File: config.mk
export PLATFORM = sky130hd
export DESIGN_NAME = countdown_arena_flat
export DESIGN_NICKNAME = d
export VERILOG_FILES = /design/src/rtl/countdown_arena_if.sv /design/src/rtl/countdown_arena.sv /design/src/flat_wrapper.sv
export SDC_FILE = /design/constraint.sdc
export NUM_CORES = 1
export LEC_CHECK = 0
export BUFFER_PORTS_ARGS = -buffer_cell sky130_fd_sc_hd__buf_4
export CORE_ASPECT_RATIO = 0.9
export CORE_MARGIN = 2
export CORE_UTILIZATION = 58
export CTS_BUF_LIST = sky130_fd_sc_hd__clkbuf_8 sky130_fd_sc_hd__clkbuf_16
export CTS_CLUSTER_DIAMETER = 30
export CTS_CLUSTER_SIZE = 8
export DETAILED_ROUTE_END_ITERATION = 10
export GPL_TIMING_DRIVEN = 0
export PLACE_DENSITY = 0.79
export SLEW_MARGIN = 20
export SYNTH_ARGS = -nofsm -noshare
export SYNTH_HDL_FRONTEND = slang
export SYNTH_SLANG_ARGS = --single-unit
File: constraint.sdc
create_clock -name clk -period 2.4 [get_ports clk]
set_input_delay 0.6 -clock clk [delete_from_list [all_inputs] [get_ports clk]]
set_output_delay 0.6 -clock clk [all_outputs]
set_load 0.02 [all_outputs]
File: src/rtl/countdown_arena_if.sv
// Control and status bundle for countdown_arena.
// master drives start/from/stop; slave reports count and results.
interface countdown_arena_if #(
  parameter int WIDTH   = 7,
  parameter int PLAYERS = 2
);
  logic               start;
  logic [WIDTH-1:0]   from;
  logic [PLAYERS-1:0] stop;
  logic [WIDTH-1:0]   current;
  logic [PLAYERS-1:0] win;
  logic [PLAYERS-1:0] lose;
  logic               step;
  logic               running;
  logic               done;

  modport master (
    output start,
    output from,
    output stop,
    input  current,
    input  win,
    input  lose,
    input  step,
    input  running,
    input  done
  );

  modport slave (
    input  start,
    input  from,
    input  stop,
    output current,
    output win,
    output lose,
    output step,
    output running,
    output done
  );
endinterface

File: src/rtl/countdown_arena.sv
// Multi-player countdown game: prescaled down-counter,
// independent per-player stop judging, timeout loss.
module countdown_arena #(
  parameter int CLOCK_DIV = 50000000,
  parameter int DIV_W     = 26,
  parameter int WIDTH     = 7,
  parameter int PLAYERS   = 2
) (
  input logic              clk,
  input logic              reset,
  countdown_arena_if.slave bus
);
  typedef enum logic [1:0] {
    IDLE,
    RUN,
    DONE
  } state_t;

  localparam logic [DIV_W-1:0] LAST =
    DIV_W'(CLOCK_DIV - 1);

  state_t             state_q, state_d;
  logic [WIDTH-1:0]   cur_q, cur_d;
  logic [DIV_W-1:0]   div_q, div_d;
  logic [PLAYERS-1:0] win_q, win_d;
  logic [PLAYERS-1:0] lose_q, lose_d;
  logic [PLAYERS-1:0] stp_q, stp_d;
  logic               step_q, step_d;
  logic [PLAYERS-1:0] hit;
  logic               zero;
  logic               tick;

  assign hit  = bus.stop & ~stp_q;
  assign zero = (cur_q == '0);
  assign tick = (div_q == LAST);

  always_ff @(posedge clk or negedge reset) begin
    if (!reset) begin
      state_q <= IDLE;
      cur_q   <= '0;
      div_q   <= '0;
      win_q   <= '0;
      lose_q  <= '0;
      stp_q   <= '0;
      step_q  <= 1'b0;
    end else begin
      state_q <= state_d;
      cur_q   <= cur_d;
      div_q   <= div_d;
      win_q   <= win_d;
      lose_q  <= lose_d;
      stp_q   <= stp_d;
      step_q  <= step_d;
    end
  end

  always_comb begin
    state_d = state_q;
    cur_d   = cur_q;
    div_d   = div_q;
    win_d   = win_q;
    lose_d  = lose_q;
    stp_d   = stp_q;
    step_d  = 1'b0;
    unique case (1'b1)
      bus.start: begin
        state_d = RUN;
        cur_d   = bus.from;
        div_d   = '0;
        win_d   = '0;
        lose_d  = '0;
        stp_d   = '0;
      end
      !bus.start && state_q == RUN: begin
        // stops are judged on the pre-step count
        stp_d = stp_q | hit;
        if (zero) win_d = win_q | hit;
        else      lose_d = lose_q | hit;
        if (&stp_d) begin
          state_d = DONE;
        end else if (tick) begin
          step_d = 1'b1;
          div_d  = '0;
          if (zero) begin
            lose_d  = lose_d | ~stp_d;
            state_d = DONE;
          end else begin
            cur_d = cur_q - WIDTH'(1);
          end
        end else begin
          div_d = div_q + DIV_W'(1);
        end
      end
      default: begin
      end
    endcase
  end

  assign bus.current = cur_q;
  assign bus.win     = win_q;
  assign bus.lose    = lose_q;
  assign bus.step    = step_q;
  assign bus.running = (state_q == RUN);
  assign bus.done    = (state_q == DONE);
endmodule

File: src/flat_wrapper.sv
// flat-port wrapper written by rule: the top's interface ports become plain ports
module countdown_arena_flat 
#(
  parameter int CLOCK_DIV = 50000000,
  parameter int DIV_W     = 26,
  parameter int WIDTH     = 7,
  parameter int PLAYERS   = 2
)
  (clk, reset, bus_start, bus_from, bus_stop, bus_current, bus_win, bus_lose, bus_step, bus_running, bus_done);
  countdown_arena_if #(.WIDTH(WIDTH), .PLAYERS(PLAYERS)) bus_i ();
  input logic clk;
  input logic reset;
  input wire logic [$bits(bus_i.start)-1:0] bus_start;
  input wire logic [$bits(bus_i.from)-1:0] bus_from;
  input wire logic [$bits(bus_i.stop)-1:0] bus_stop;
  output wire logic [$bits(bus_i.current)-1:0] bus_current;
  output wire logic [$bits(bus_i.win)-1:0] bus_win;
  output wire logic [$bits(bus_i.lose)-1:0] bus_lose;
  output wire logic [$bits(bus_i.step)-1:0] bus_step;
  output wire logic [$bits(bus_i.running)-1:0] bus_running;
  output wire logic [$bits(bus_i.done)-1:0] bus_done;
  assign bus_i.start = bus_start;
  assign bus_i.from = bus_from;
  assign bus_i.stop = bus_stop;
  assign bus_current = bus_i.current;
  assign bus_win = bus_i.win;
  assign bus_lose = bus_i.lose;
  assign bus_step = bus_i.step;
  assign bus_running = bus_i.running;
  assign bus_done = bus_i.done;
  countdown_arena #(.CLOCK_DIV(CLOCK_DIV), .DIV_W(DIV_W), .WIDTH(WIDTH), .PLAYERS(PLAYERS)) u_core (.clk(clk), .reset(reset), .bus(bus_i));
endmodule
==> metrics.csv <==
metric,value,unit
io_pins,26,
final_net_count,325,
final_cells,359,
final.setup_skew,0.00959,ns
clock_latency,0.30,ns
grt_ovf,0,
finalHoldViolations,0,
groute.usage.overall,29.1,%
layout_common_cells,"dfrtp_1 (40), buf_4 (29), nor2_1 (22), a21oi_1 (20)",
floorplan.rows,22,
via_count_of_the_first_global_routing_pass,2111,
final.period_utilization,98.5,%
outcome,"complete, no violations",
antenna_cells_inserted,0,
hp-class,in -> async,
synth_largest_area_cell,dfrtp_1,
detail_route.drc_violations,0,
finalCriticalPeriod,2.36,ns
netlist_instances,273,
drv_cap,0,
number_of_h_tree_levels,2,
io_buffers,24,
synth_top_area_share,43.5,%
cts-root-buf,clkbuf_8,
tritoncts,done,
report.final.slew_viol_count,0,
achievable-frequency,423,MHz
tns,0,ns
timing_worst_slew_pin_value,0.649,ns
die_height,65.2,um
clock_sinks,42,
worst_setup_path_start_kind,flop,
placed_cells_incl_taps,345,
cts_made_buffers,5,
via_count,2364,
floorplan.core_area,4050,um2
synth_warnings,0,
crit_path_max_fanout,5,
clkTransAtPathRegs,0.09,ns
layout.cells.most_common,dfrtp_1,
fp.dieW,72.1,um
grt_antenna_before_repair,0,
die-area,4700,um2
worst_ir_drop_vdd,486,uV
synth.avg_cell_area,8.85,um2
total_leakage_power,1.22,nW
drt_wl_cell,18.6,um
place_congestion,0.906,
ratio_of_cells_with_drive_above_1_in_the_final_layout,19.9,%
cpMaxStageDelayCell,or4_4,
cp_cell_sequence,or4_4 > or4_4 > o21ai_4 > buf_6 > o21ai_2 > a22o_1,
post_synth_instance_area,2420,um2
power.total,1.81,mW
syn_to_final_growth,18.7,%
worst_slew_margin_rel,56.5,%
crit_required,2.59,ns
dp_hpwl,4180,um
critical_path.most_common_cell,or4_4,
fillers,339,
synth_nets,288,
drt_iter0_markers,285,
grt_max_degree,43,
dp_worst_setup_slack,-0.455,ns
ys_top_cells_by_area,"dfrtp_1 (43%), a21oi_1 (4.3%), nand3_1 (4.1%)",
postRouteWirelength,6680,um
synth_seq_cells,42,
endpoint_kind,flop,
setup_viol_count_final,0,
via_per_inst,6.58,
antenna_violating_nets_post_route,0,
first_pass_iteration_count_of_the_detailed_router,7,
ctsLongestPathBuffers,2,
post_synth_num_cell_types,52,
grt_setup_unrepaired,true,
postLayoutSetupSlackWorst,0.0352,ns
initial_utilization,59.7,%
worst-setup-path-type,reg -> reg,
wire_length_of_the_first_global_routing_pass,10600,um
timing.critical_path.slowest_cell_delay,0.56,ns
synth_seq_area_share,43.5,%
power_density,631,nW/um2
cp_data_arrival_time,2.55,ns
## synthesized netlist by cell type (all sizes together)
| cell | count |
|---|---|
| o2bb2ai | 1 |
| o211ai | 1 |
| a41oi | 3 |
| or3 | 4 |
| o21a | 1 |
| dfrtp | 42 |
| a2bb2oi | 4 |
| a21o | 6 |
| a21boi | 1 |
| mux2 | 1 |
| o31a | 1 |
| buf | 3 |
| nand2b | 3 |
| nand3 | 20 |
| nor4 | 5 |
| nor2 | 24 |
| nor3 | 7 |
| nand2 | 19 |
| and4 | 1 |
| or4b | 1 |
| a32o | 1 |
| a21oi | 22 |
| a21bo | 1 |
| a22o | 6 |
| inv | 18 |
| ha | 3 |
| xnor2 | 1 |
| and3 | 3 |
| nand4 | 8 |
| o31ai | 3 |
| nor2b | 5 |
| or4 | 9 |
| nand4bb | 1 |
| or4bb | 1 |
| a31oi | 7 |
| a221o | 1 |
| mux2i | 1 |
| o22ai | 7 |
| nand4b | 2 |
| o21ai | 17 |
| nor4b | 2 |
| clkbuf | 6 |
## cells by family after synthesis
kind of cell / Yosys count / synth area share (%)
AOI/OAI and AO/OA: 83 / 22.9
xor gates and xnor gates: 1 / 0.362
adders and majority gates: 3 / 1.55
buffers and inverters: 27 / 4.55
DFF: 42 / 43.5
muxes: 2 / 0.880
and+or+nand+nor: 115 / 26.3
## path summary, 6_finish.rpt
| path | slack (ns) | to | start | cells past startpoint |
|---|---|---|---|---|
| max | 0.04 | u_core.div_q[7]$_DFFE_PN0P_ | u_core.div_q[11]$_DFFE_PN0P_ | 6 |
| min | 0.28 | u_core.div_q[16]$_DFFE_PN0P_ | reset | 1 |
| max reg2reg | 0.04 | u_core.div_q[7]$_DFFE_PN0P_ | u_core.div_q[11]$_DFFE_PN0P_ | 6 |
| min reg2reg | 0.50 | u_core.bus.win[0]$_DFFE_PN0P_ | u_core.bus.win[0]$_DFFE_PN0P_ | 2 |
| max in group asynchronous | 1.71 | u_core.div_q[8]$_DFFE_PN0P_ | reset | 1 |
| min in group clk | 0.50 | u_core.bus.win[0]$_DFFE_PN0P_ | u_core.bus.win[0]$_DFFE_PN0P_ | 2 |
## final cells by class
cell class	count	area [um2]	share of cell area [%]
clock inverters	3	40.0	1.39
flip-flops and latches	42	1050	36.7
repair buffers	30	223	7.76
clock buffers	5	68.8	2.40
well taps	48	60.1	2.09
inverters	18	67.6	2.35
multi-input cells	204	1310	45.6
plain buffers	9	47.5	1.66
## timing repair
action | 4_1_cts | 5_1_grt
pin swaps | 2 | 2
buffers inserted | 3 | 2
cloned | 0 | 1
resized for setup | 7 | 10
endpoints found under the setup margin | 31 | 28
hold buffers | 0 | 0
## layer usage
metal	GRT usage (%)	wire length [um]	up-vias
met2	43.9	3070	108
met4	8.02	94	0
met5	0	0	-
met1	43.2	3000	1140
li1	-	-	1102
met3	5.37	516	14
## stage by stage
stage / area, um2 / util, % / hold WS, ns
3_3_place_gp: 2660 / 65.7 / 0.477
6_report: 2870 / 70.9 / 0.277
2_1_floorplan: 2420 / - / 0.304
5_1_grt: 2870 / 70.9 / 0.319
4_1_cts: 2830 / 69.9 / 0.301
3_5_place_dp: 2660 / 65.7 / 0.481
## sequential cells by signal (all words and copies together), names as in the netlist
name / count
u_core.state_q: 2
u_core.bus.win: 2
u_core.div_q: 26
u_core.bus.step: 1
u_core.bus.current: 7
u_core.bus.lose: 2
u_core.stp_q: 2
## where the power goes
group / leakage [nW] / switching (mW) / internal [mW]
logic: 0.605 / 0.265 / 0.172
registers: 0.555 / 0.0622 / 0.756
clock network: 0.0579 / 0.251 / 0.306
## worst max-delay path: cells and delay by family (launching register included)
family,cells,cell delay (ns)
AND/OR/NAND/NOR,2,1.12
AO/OA/AOI/OAI,3,0.54
flip-flops,1,0.42
buffers and inverters,1,0.17
Power figures use the tool's default switching activity.
